**config.mk**
```make
export PLATFORM = sky130hd
export DESIGN_NAME = cube_frame_decoder
export DESIGN_NICKNAME = d
export VERILOG_FILES = /design/src/rtl/cube_frame_decoder.sv
export SDC_FILE = /design/constraint.sdc
export NUM_CORES = 1
export LEC_CHECK = 0
export ABC_CLOCK_PERIOD_IN_PS = 13700
export BUFFER_PORTS_ARGS = -buffer_cell sky130_fd_sc_hd__buf_4
export CAP_MARGIN = 20
export CORE_UTILIZATION = 51
export DETAILED_ROUTE_END_ITERATION = 8
export PLACE_DENSITY_LB_ADDON = 0.3
export REMOVE_ABC_BUFFERS = 1
export SYNTH_ARGS = -nofsm -noshare
export SYNTH_HDL_FRONTEND = slang
export SYNTH_SLANG_ARGS = --single-unit
```
**constraint.sdc**
```tcl
create_clock -name clk -period 13.7 [get_ports clk]
set_input_delay 2.055 -clock clk [delete_from_list [all_inputs] [get_ports clk]]
set_output_delay 2.055 -clock clk [all_outputs]
set_load 0.03 [all_outputs]
```
**src/rtl/cube_frame_decoder.sv**
```systemverilog
// Passive pixel-bus monitor: follows the cube renderer's raster order, rebuilds
// the 54 sticker colour IDs, and publishes them once per clean frame.
module cube_frame_decoder (
  input  logic         clk,
  input  logic         resetn,
  input  logic [7:0]   x,
  input  logic [6:0]   y,
  input  logic [2:0]   colour,
  input  logic         plot,
  output logic [161:0] cube_state,
  output logic         frame_valid,
  output logic         frame_bad,
  output logic         sync_err,
  output logic         locked,
  output logic [7:0]   frame_count
);
  localparam int unsigned KW = 12;
  localparam int unsigned SW = 162;
  localparam int unsigned FCW = 8;
  localparam logic [KW-1:0] LAST_K = KW'(3455);

  typedef enum logic {HUNT, TRACK} state_t;

  state_t          state_q, state_d;
  logic [KW-1:0]   k_q, k_d;
  logic            err_q, err_d;
  logic [SW-1:0]   shadow_q, shadow_d;
  logic [SW-1:0]   cube_state_q, cube_state_d;
  logic            frame_valid_q, frame_valid_d;
  logic            frame_bad_q, frame_bad_d;
  logic            sync_err_q, sync_err_d;
  logic            locked_q, locked_d;
  logic [FCW-1:0]  frame_count_q, frame_count_d;

  logic            at_origin;
  logic            do_proc;
  logic [KW-1:0]   proc_k;
  logic [14:0]     exp_xy;
  logic [7:0]      lsb;
  logic [3:0]      dec;
  logic            err_new;

  // Display face (U,L,F,R,B,D = 0..5) of sticker n in stream order.
  function automatic logic [2:0] disp_face(input logic [5:0] n);
    if (n >= 6'd45)      return 3'd5;
    else if (n >= 6'd36) return 3'd4;
    else if (n >= 6'd27) return 3'd3;
    else if (n >= 6'd18) return 3'd2;
    else if (n >= 6'd9)  return 3'd1;
    else                 return 3'd0;
  endfunction

  function automatic logic [3:0] face_idx(input logic [5:0] n, input logic [2:0] d);
    return 4'(n - 6'd9 * 6'(d));
  endfunction

  // Screen position {x, y} the renderer plots for stream index k.
  function automatic logic [14:0] exp_pos(input logic [KW-1:0] k);
    logic [2:0] d;
    logic [3:0] si;
    logic [7:0] bx;
    logic [6:0] by;
    logic [7:0] ex;
    logic [6:0] ey;
    d  = disp_face(k[11:6]);
    si = face_idx(k[11:6], d);
    case (d)
      3'd0:    begin bx = 8'd24; by = 7'd0;  end
      3'd1:    begin bx = 8'd0;  by = 7'd24; end
      3'd2:    begin bx = 8'd24; by = 7'd24; end
      3'd3:    begin bx = 8'd48; by = 7'd24; end
      3'd4:    begin bx = 8'd72; by = 7'd24; end
      default: begin bx = 8'd24; by = 7'd48; end
    endcase
    ex = bx + (8'(si % 4'd3) << 3) + 8'(k[2:0]);
    ey = by + (7'(si / 4'd3) << 3) + 7'(k[5:3]);
    return {ex, ey};
  endfunction

  // LSB of the sticker's field in storage order (f1 front .. f6 bottom).
  function automatic logic [7:0] slot_lsb(input logic [KW-1:0] k);
    logic [2:0] d;
    logic [3:0] si;
    logic [2:0] sf;
    logic [5:0] slot;
    d  = disp_face(k[11:6]);
    si = face_idx(k[11:6], d);
    case (d)
      3'd0:    sf = 3'd4;
      3'd1:    sf = 3'd2;
      3'd2:    sf = 3'd0;
      3'd3:    sf = 3'd3;
      3'd4:    sf = 3'd1;
      default: sf = 3'd5;
    endcase
    slot = 6'(6'd9 * 6'(sf) + 6'(si));
    return 8'd3 * 8'(slot);
  endfunction

  // Returns {valid, id}.
  function automatic logic [3:0] decode(input logic [2:0] c);
    case (c)
      3'b111:  return {1'b1, 3'd0};
      3'b110:  return {1'b1, 3'd1};
      3'b001:  return {1'b1, 3'd2};
      3'b010:  return {1'b1, 3'd3};
      3'b100:  return {1'b1, 3'd4};
      3'b101:  return {1'b1, 3'd5};
      default: return 4'b0000;
    endcase
  endfunction

  // Next-state, pixel processing and output logic.
  always_comb begin
    state_d       = state_q;
    k_d           = k_q;
    err_d         = err_q;
    shadow_d      = shadow_q;
    cube_state_d  = cube_state_q;
    frame_count_d = frame_count_q;
    frame_valid_d = 1'b0;
    frame_bad_d   = 1'b0;
    sync_err_d    = 1'b0;
    do_proc       = 1'b0;
    proc_k        = k_q;
    err_new       = 1'b0;
    at_origin     = (x == 8'd24) && (y == 7'd0);
    exp_xy        = exp_pos(k_q);

    if (plot) begin
      if (state_q == HUNT) begin
        if (at_origin) begin
          do_proc = 1'b1;
          proc_k  = '0;
          state_d = TRACK;
        end
      end else if ({x, y} == exp_xy) begin
        do_proc = 1'b1;
      end else begin
        sync_err_d = 1'b1;
        err_d      = 1'b0;
        k_d        = '0;
        if (at_origin) begin
          do_proc = 1'b1;
          proc_k  = '0;
        end else begin
          state_d = HUNT;
        end
      end
    end

    lsb = slot_lsb(proc_k);
    dec = decode(colour);

    if (do_proc) begin
      // Frame start (k=0) clears the sticky error.
      err_new = (proc_k == '0) ? 1'b0 : err_q;
      if (!dec[3]) err_new = 1'b1;
      if (proc_k[5:0] == 6'd0) shadow_d[lsb +: 3] = dec[2:0];
      else if (dec[2:0] != shadow_q[lsb +: 3]) err_new = 1'b1;
      err_d = err_new;
      if (proc_k == LAST_K) begin
        k_d = '0;
        if (!err_new) begin
          cube_state_d  = shadow_d;
          frame_valid_d = 1'b1;
          frame_count_d = frame_count_q + FCW'(1);
        end else begin
          frame_bad_d = 1'b1;
        end
      end else begin
        k_d = proc_k + KW'(1);
      end
    end

    locked_d = (state_d == TRACK);
  end

  always_ff @(posedge clk or negedge resetn) begin
    if (!resetn) begin
      state_q       <= HUNT;
      k_q           <= '0;
      err_q         <= 1'b0;
      shadow_q      <= '0;
      cube_state_q  <= '0;
      frame_valid_q <= 1'b0;
      frame_bad_q   <= 1'b0;
      sync_err_q    <= 1'b0;
      locked_q      <= 1'b0;
      frame_count_q <= '0;
    end else begin
      state_q       <= state_d;
      k_q           <= k_d;
      err_q         <= err_d;
      shadow_q      <= shadow_d;
      cube_state_q  <= cube_state_d;
      frame_valid_q <= frame_valid_d;
      frame_bad_q   <= frame_bad_d;
      sync_err_q    <= sync_err_d;
      locked_q      <= locked_d;
      frame_count_q <= frame_count_d;
    end
  end

  assign cube_state  = cube_state_q;
  assign frame_valid = frame_valid_q;
  assign frame_bad   = frame_bad_q;
  assign sync_err    = sync_err_q;
  assign locked      = locked_q;
  assign frame_count = frame_count_q;
endmodule

```
==> impl_metrics.toml, run 1 <==
[setup_path]
critical_path_buf_inv_count = 7
worstSetupEndpointType = "flip-flop"
cp_data_arrival_time_ns = 13.25
cp_data_required_time_ns = 14.12
crit_path_max_incr_delay_ns = 0.65
reg2reg_setup_slack_ns = 0.87
critical_path.most_common_cell = "sky130_fd_sc_hd__ha_1"
crit_path_start_kind = "flip-flop"
critPathMaxFanout = 76
critical_path_class = "flip-flop to flip-flop"
cell_type_group_with_the_largest_total_delay_on_the_critical_path = "adder cells"
worst_path_max_delay_cell = "sky130_fd_sc_hd__ha_2"

[synthesis]
synth_enable_flop_cells = 0
syn-instance-count = 2054
synthDominantAreaCellType = "sky130_fd_sc_hd__dfrtp_1"
ys_async_sr_fraction = 1.000
synth.yosys.warnings = 0
mappedNetlistArea_sq_um = 19060
synthTopCellsByArea = "sky130_fd_sc_hd__dfrtp_1, sky130_fd_sc_hd__nand2_1, sky130_fd_sc_hd__mux2i_1"
synth_largest_type_area_fraction = 0.4581
netlist-cell-type-count = 76
synth_top_flop_cell = "sky130_fd_sc_hd__dfrtp_1"
mean_post_synth_cell_area_sq_um = 9.282
synth_sequential_area_ratio = 0.4581
synth.cells.most_frequent = "sky130_fd_sc_hd__nand2_1, sky130_fd_sc_hd__dfrtp_1, sky130_fd_sc_hd__o21ai_0"
synth_seq_cells = 349
yosysMostFrequentCell = "sky130_fd_sc_hd__nand2_1"

[timing]
final.period_utilization = 0.9365
fmaxAchievable_mhz = 77.95
timing.final.max_slew_violations = 0
slew_headroom = 0.3529
fin_crit_ns = 12.83
slew_worst_pin_ns = 0.9682
hold_violations = 0
setup_viol = 0
rsz0062_at_grt = "false"
setup_clock_skew_after_layout_ns = 0.02033
final_critical_path_setup_slack_ns = 0.8706
final.setup.tns_ns = 0

[floorplanning]
die_height_microns = 195.3
chipWidth_microns = 195.3
start_util = 0.5195
core_area_sq_um = 36700
floorplan.io_pins = 195
placementRows = 70
fp.dieArea_sq_um = 38160

[cts]
tritoncts_clock_tree = "done"
clock-root-buffer = "sky130_fd_sc_hd__clkbuf_16"
clk_transition_reported_paths_ns = 0.06
cts_htree_levels = 2
clock_sinks = 349
cts_made_buffers = 40
clk_latency_ns = 0.56
cts-hold-fix-buffers = 0
cts.path.max_buffers = 3

[layout]
antenna_diode_count = 0
layout-drive-gt1-share = 0.1823
fill_cells = 3041
area.growth.synth_to_final_pct = 18.17
final_nets = 2297

[global_routing]
globalRouteTotalUtil = 0.3296
vias_in_the_first_global_route = 16499
grt_use_met1 = 0.4383
first_pass_grt_wire_length_microns = 96360
pin_count_of_the_biggest_net_entering_global_routing = 118
top_usage_layer = "met2"
grt_util_met2 = 0.5142
grt-ovfl-total = 0
grt_antenna_before_repair = 0
global_route.usage.met3 = 0.06822

[place]
hpwlAfterDp_microns = 45680
gp_congestion = 0.9451
dp_worst_setup_slack_ns = 0.4916
io_buffers = 194

[pwr]
combinational_share_of_power = 0.055
internal_power_consumption_mw = 1.696
switching_power_summed_over_all_nets_uw = 527.0
power.switching_fraction = 0.2371
seqPwrFrac = 0.465
lkg_pwr_nw = 10.06
worst_ir_drop_vdd_uv = 110.4
power_per_cell_area_nw_per_um2 = 98.66
clkPwrFrac = 0.481

[routing]
route.detailed.wl_per_inst_microns = 22.76
drt_wl_total_microns = 62220
route.vias.total = 16829
detailedRoute.firstPassIterationCount = 6
drt.antenna.violating_nets = 0
drc = 0
avgViaCountPerCell = 6.155
drtIter0Drc = 1714

[run_status]
outcome = "finished, final reports clean"

[hold_path]
holdCritPathClass = "flip-flop to flip-flop"

[run]
max_cap_viols = 0
## per-stage QoR
| step | hold WS [ns] | util | instances | power, mW | cell area (sq um) |
|---|---|---|---|---|---|
| finish | 0.4805 | 0.6139 | 2734 | 2.223 | 22530 |
| global route | 0.4900 | 0.6139 | 2734 | 2.278 | 22530 |
| CTS | 0.4815 | 0.6103 | 2729 | 2.230 | 22400 |
| detailed placement | 0.4693 | 0.5749 | 2658 | 1.167 | 21100 |
| global placement | 0.4652 | 0.5749 | 2658 | 1.166 | 21100 |
| floorplan | 0.4497 | - | 1952 | 1.105 | 18610 |
## worst paths after layout
path	from	end	cells past startpoint
max in group asynchronous	resetn	cube_state[28]	2
hold reg to reg	cube_state[132]	cube_state[132]	2
hold / removal	cube_state[132]	cube_state[132]	2
setup / recovery	k_q[10]	cube_state[70]	54
min in group asynchronous	resetn	cube_state[65]	1
setup reg to reg	k_q[10]	cube_state[70]	54
## registers in the layout, indices dropped and copies added (netlist names)
name and count:
shadow_q 162, sync_err 1, err_q 1, frame_valid 1
frame_count 8, cube_state 162, locked 1, frame_bad 1
k_q 12
## power by group through the flow
stage	clock network (mW)	registers [mW]	logic, mW
final	1.07	1.03	0.121
after global routing	1.12	1.03	0.129
after CTS	1.08	1.03	0.117
after detailed placement	0	1.05	0.116
after global placement	0	1.05	0.115
after floorplan	0	1.05	0.0536
## routing by layer
layer	wire length, microns	vias up	part of all wire
met2	28160	927	0.45
met3	6117	209	0.098
met5	0	-	0
met4	3197	0	0.051
met1	24740	8137	0.40
li1	-	7556	-
## worst min-delay path: cells and delay by family, from the launching register on
family           cells  cell delay (ns)
DFF                  1             0.35
and+or+nand+nor      2             0.10
## area by class of cell
| type | count | area (sq um) | share of cell area |
|---|---|---|---|
| inverters | 30 | 112.6 | 0.004999 |
| clock inverters | 10 | 117.6 | 0.005221 |
| clock buffers | 61 | 1181 | 0.05243 |
| repair buffers | 243 | 1972 | 0.08753 |
| well taps | 468 | 585.6 | 0.02599 |
| flip-flops and latches | 349 | 8735 | 0.3877 |
| multi-input cells | 1573 | 9824 | 0.4361 |
## cell families after synthesis
family | count (synthesis) | share of synthesized area
simple gates | 818 | 0.1790
compound gates | 473 | 0.1452
flops | 349 | 0.4581
mux | 188 | 0.1326
buf+inv | 133 | 0.02973
xor+xnor | 53 | 0.02756
fa+ha+maj | 39 | 0.02756
other cells | 1 | 0.0001967
## timing repair
| action | in CTS | in global routing |
|---|---|---|
| setup endpoints to repair | 0 | 177 |
| resized for setup | 0 | 8 |
| buffers inserted | 0 | 2 |
## cells in the final DEF (no fill, tap or decap), drive strengths merged, types with 3 or more instances in the layout
cell type,Yosys,layout
nand2,500,500
buf,37,243
mux2,28,28
nand4,11,11
a31oi,12,12
a21oi,58,58
o211ai,32,32
xnor2,31,31
a21o,8,8
o21ai,290,290
nor3,41,41
dfrtp,349,349
nand3,27,27
inv,30,32
o22ai,4,4
nor4b,3,3
nor4,10,10
and3,10,10
ha,34,34
o21a,29,29
a22o,4,4
clkinv,0,5
mux2i,112,112
xor2,20,20
or2,7,7
clkbuf,66,61
and4,3,3
a221oi,4,4
mux4,48,48
nor2b,14,14
o31ai,6,6
nor2,165,165
a32oi,3,3
fa,5,5
nand2b,9,9
and2,12,12
a22oi,4,4
o41ai,3,3
Power figures use the tool's default switching activity.
==> inputs of run 2 (changes only) <==
Settings changed: RECOVER_POWER set to 50, SLEW_MARGIN set to 40.
==> run 2 against run 1 <==
- critical path depth unchanged
- the run now ends with max-capacitance violations, max-slew violations left
- global-route usage down 0.065 points
- power up 5.5%
- clock skew down 0.0013 ns
- non-clock buffer count down 2
- utilization down 0.64 points
- combinational power about the same
- design area down 1.0%
- highest routed layer unchanged
- critical path type unchanged
- routed wire length down 0.43%
- first-iteration DRC count up 2.5%
- clock-buffer cell count down 7
- register-to-register slack worse by 0.04 ns
==> impl_metrics.toml, run 2 (synthesis gave the netlist of run 1 again) <==
[run_status]
failed_checks = "max-capacitance violations, max-slew violations"
outcome = "finished with violations"

[floorplanning]
core_area_sq_um = 36700
die_height_microns = 195.3
floorplan.io_pins = 195
fp.dieArea_sq_um = 38160
placementRows = 70
start_util = 0.5195
chipWidth_microns = 195.3

[pwr]
worst_ir_drop_vdd_uv = 129.3
lkg_pwr_nw = 9.733
power_per_cell_area_nw_per_um2 = 105.2

[layout]
final_nets = 2293
area.growth.synth_to_final_pct = 16.94
layout-drive-gt1-share = 0.1454
layout.cells.most_common = "sky130_fd_sc_hd__nand2_1"
final_cell_area_sq_um = 22290
fill_cells = 3187
final_cell_mix = "sky130_fd_sc_hd__nand2_1, sky130_fd_sc_hd__dfrtp_1, sky130_fd_sc_hd__o21ai_0"

[routing]
detailedRoute.firstPassIterationCount = 6
drc = 0
drt.antenna.violating_nets = 0
drt_wl_total_microns = 61950
route.vias.total = 16787
route.detailed.wl_per_inst_microns = 22.67
drtIter0Drc = 1757
avgViaCountPerCell = 6.145

[cts]
clk_latency_ns = 0.56
tritoncts_clock_tree = "done"
clk_transition_reported_paths_ns = 0.07
cts_htree_levels = 2
cts.path.max_buffers = 3
cts_made_buffers = 38
clock_sinks = 349
clock-root-buffer = "sky130_fd_sc_hd__clkbuf_16"
cts-hold-fix-buffers = 0

[timing]
worst_hold_slack_ns = 0.4756
slew_worst_pin_ns = 4.257
setup_viol = 0
fmaxAchievable_mhz = 77.71
final.period_utilization = 0.9392
final.setup.tns_ns = 0
slew_headroom = -1.838
rsz0062_at_grt = "false"
hold_violations = 0
fin_crit_ns = 12.87
timing.final.max_slew_violations = 358
setup_clock_skew_after_layout_ns = 0.01899
final_critical_path_setup_slack_ns = 0.8324

[global_routing]
grt_antenna_before_repair = 1
grt-ovfl-total = 0
globalRouteTotalUtil = 0.3290
vias_in_the_first_global_route = 16483
first_pass_grt_wire_length_microns = 96190
pin_count_of_the_biggest_net_entering_global_routing = 81

[setup_path]
critical_path_class = "flip-flop to flip-flop"
critical_path_buf_inv_count = 8
cp_data_arrival_time_ns = 13.29
worstSetupEndpointType = "flip-flop"
critical_path.most_common_cell = "sky130_fd_sc_hd__ha_1"
cp_data_required_time_ns = 14.13
worst_path_max_delay_cell = "sky130_fd_sc_hd__ha_2"
crit_path_start_kind = "flip-flop"
critPathMaxFanout = 76
crit_path_max_incr_delay_ns = 0.66
cell_type_group_with_the_largest_total_delay_on_the_critical_path = "adder cells"

[place]
dp_worst_setup_slack_ns = 0.4240
gp_congestion = 0.9451
hpwlAfterDp_microns = 45840
placedInstanceArea_sq_um = 21150
io_buffers = 194

[hold_path]
holdCritPathClass = "flip-flop to flip-flop"

[run]
max_cap_viols = 5
run 2: area by class of cell:
cell class / count / area [sq um] / share of cell area
multi-input cells: 1573 / 9844 / 0.4416
flip-flops and latches: 349 / 8735 / 0.3918
repair buffers: 241 / 1551 / 0.06959
clock buffers: 54 / 1155 / 0.05180
well taps: 468 / 585.6 / 0.02627
clock inverters: 16 / 307.8 / 0.01381
inverters: 30 / 112.6 / 0.005051
diodes: 1 / 2.502 / 0.0001122
run 2: worst min-delay path, stage by stage, from the launching register on:
cell                      delay (ns)
sky130_fd_sc_hd__dfrtp_1        0.34
sky130_fd_sc_hd__nand2_1        0.05
sky130_fd_sc_hd__nand2_1        0.05
run 2: repair_timing:
item,CTS,global route
gates resized for setup,0,6
buffers inserted,0,2
setup endpoints to repair,0,169
run 2: final timing paths:
check                           depth (start not counted)            start  slack (ns)               to
worst max-delay path                                   54          k_q[10]        0.83   cube_state[70]
worst min-delay path                                    2  cube_state[132]        0.48  cube_state[132]
worst max register to register                         54          k_q[10]        0.83   cube_state[70]
worst min register to register                          2  cube_state[132]        0.48  cube_state[132]
max in group asynchronous                               2           resetn        5.75          k_q[11]
min in group asynchronous                               1           resetn        2.43   cube_state[65]
run 2: routing by layer:
layer,part of all wire,global-route usage
met1,0.40,0.4374
met2,0.46,0.5259
met3,0.097,0.06736
met4,0.043,0.1382
met5,0,0
run 2: per-stage QoR:
stage	std cells	utilization	total power, mW
global placement	2658	0.5749	1.166
CTS	2729	0.6163	2.354
global route	2731	0.6074	2.402
finish	2732	0.6075	2.344
floorplan	1952	-	1.105
detailed placement	2659	0.5764	1.169
run 2: power by group:
group | switching [mW] | internal (mW) | total (mW)
Clock | 0.436 | 0.757 | 1.19
Combinational | 0.0897 | 0.0285 | 0.118
Sequential | 0.00132 | 1.03 | 1.03
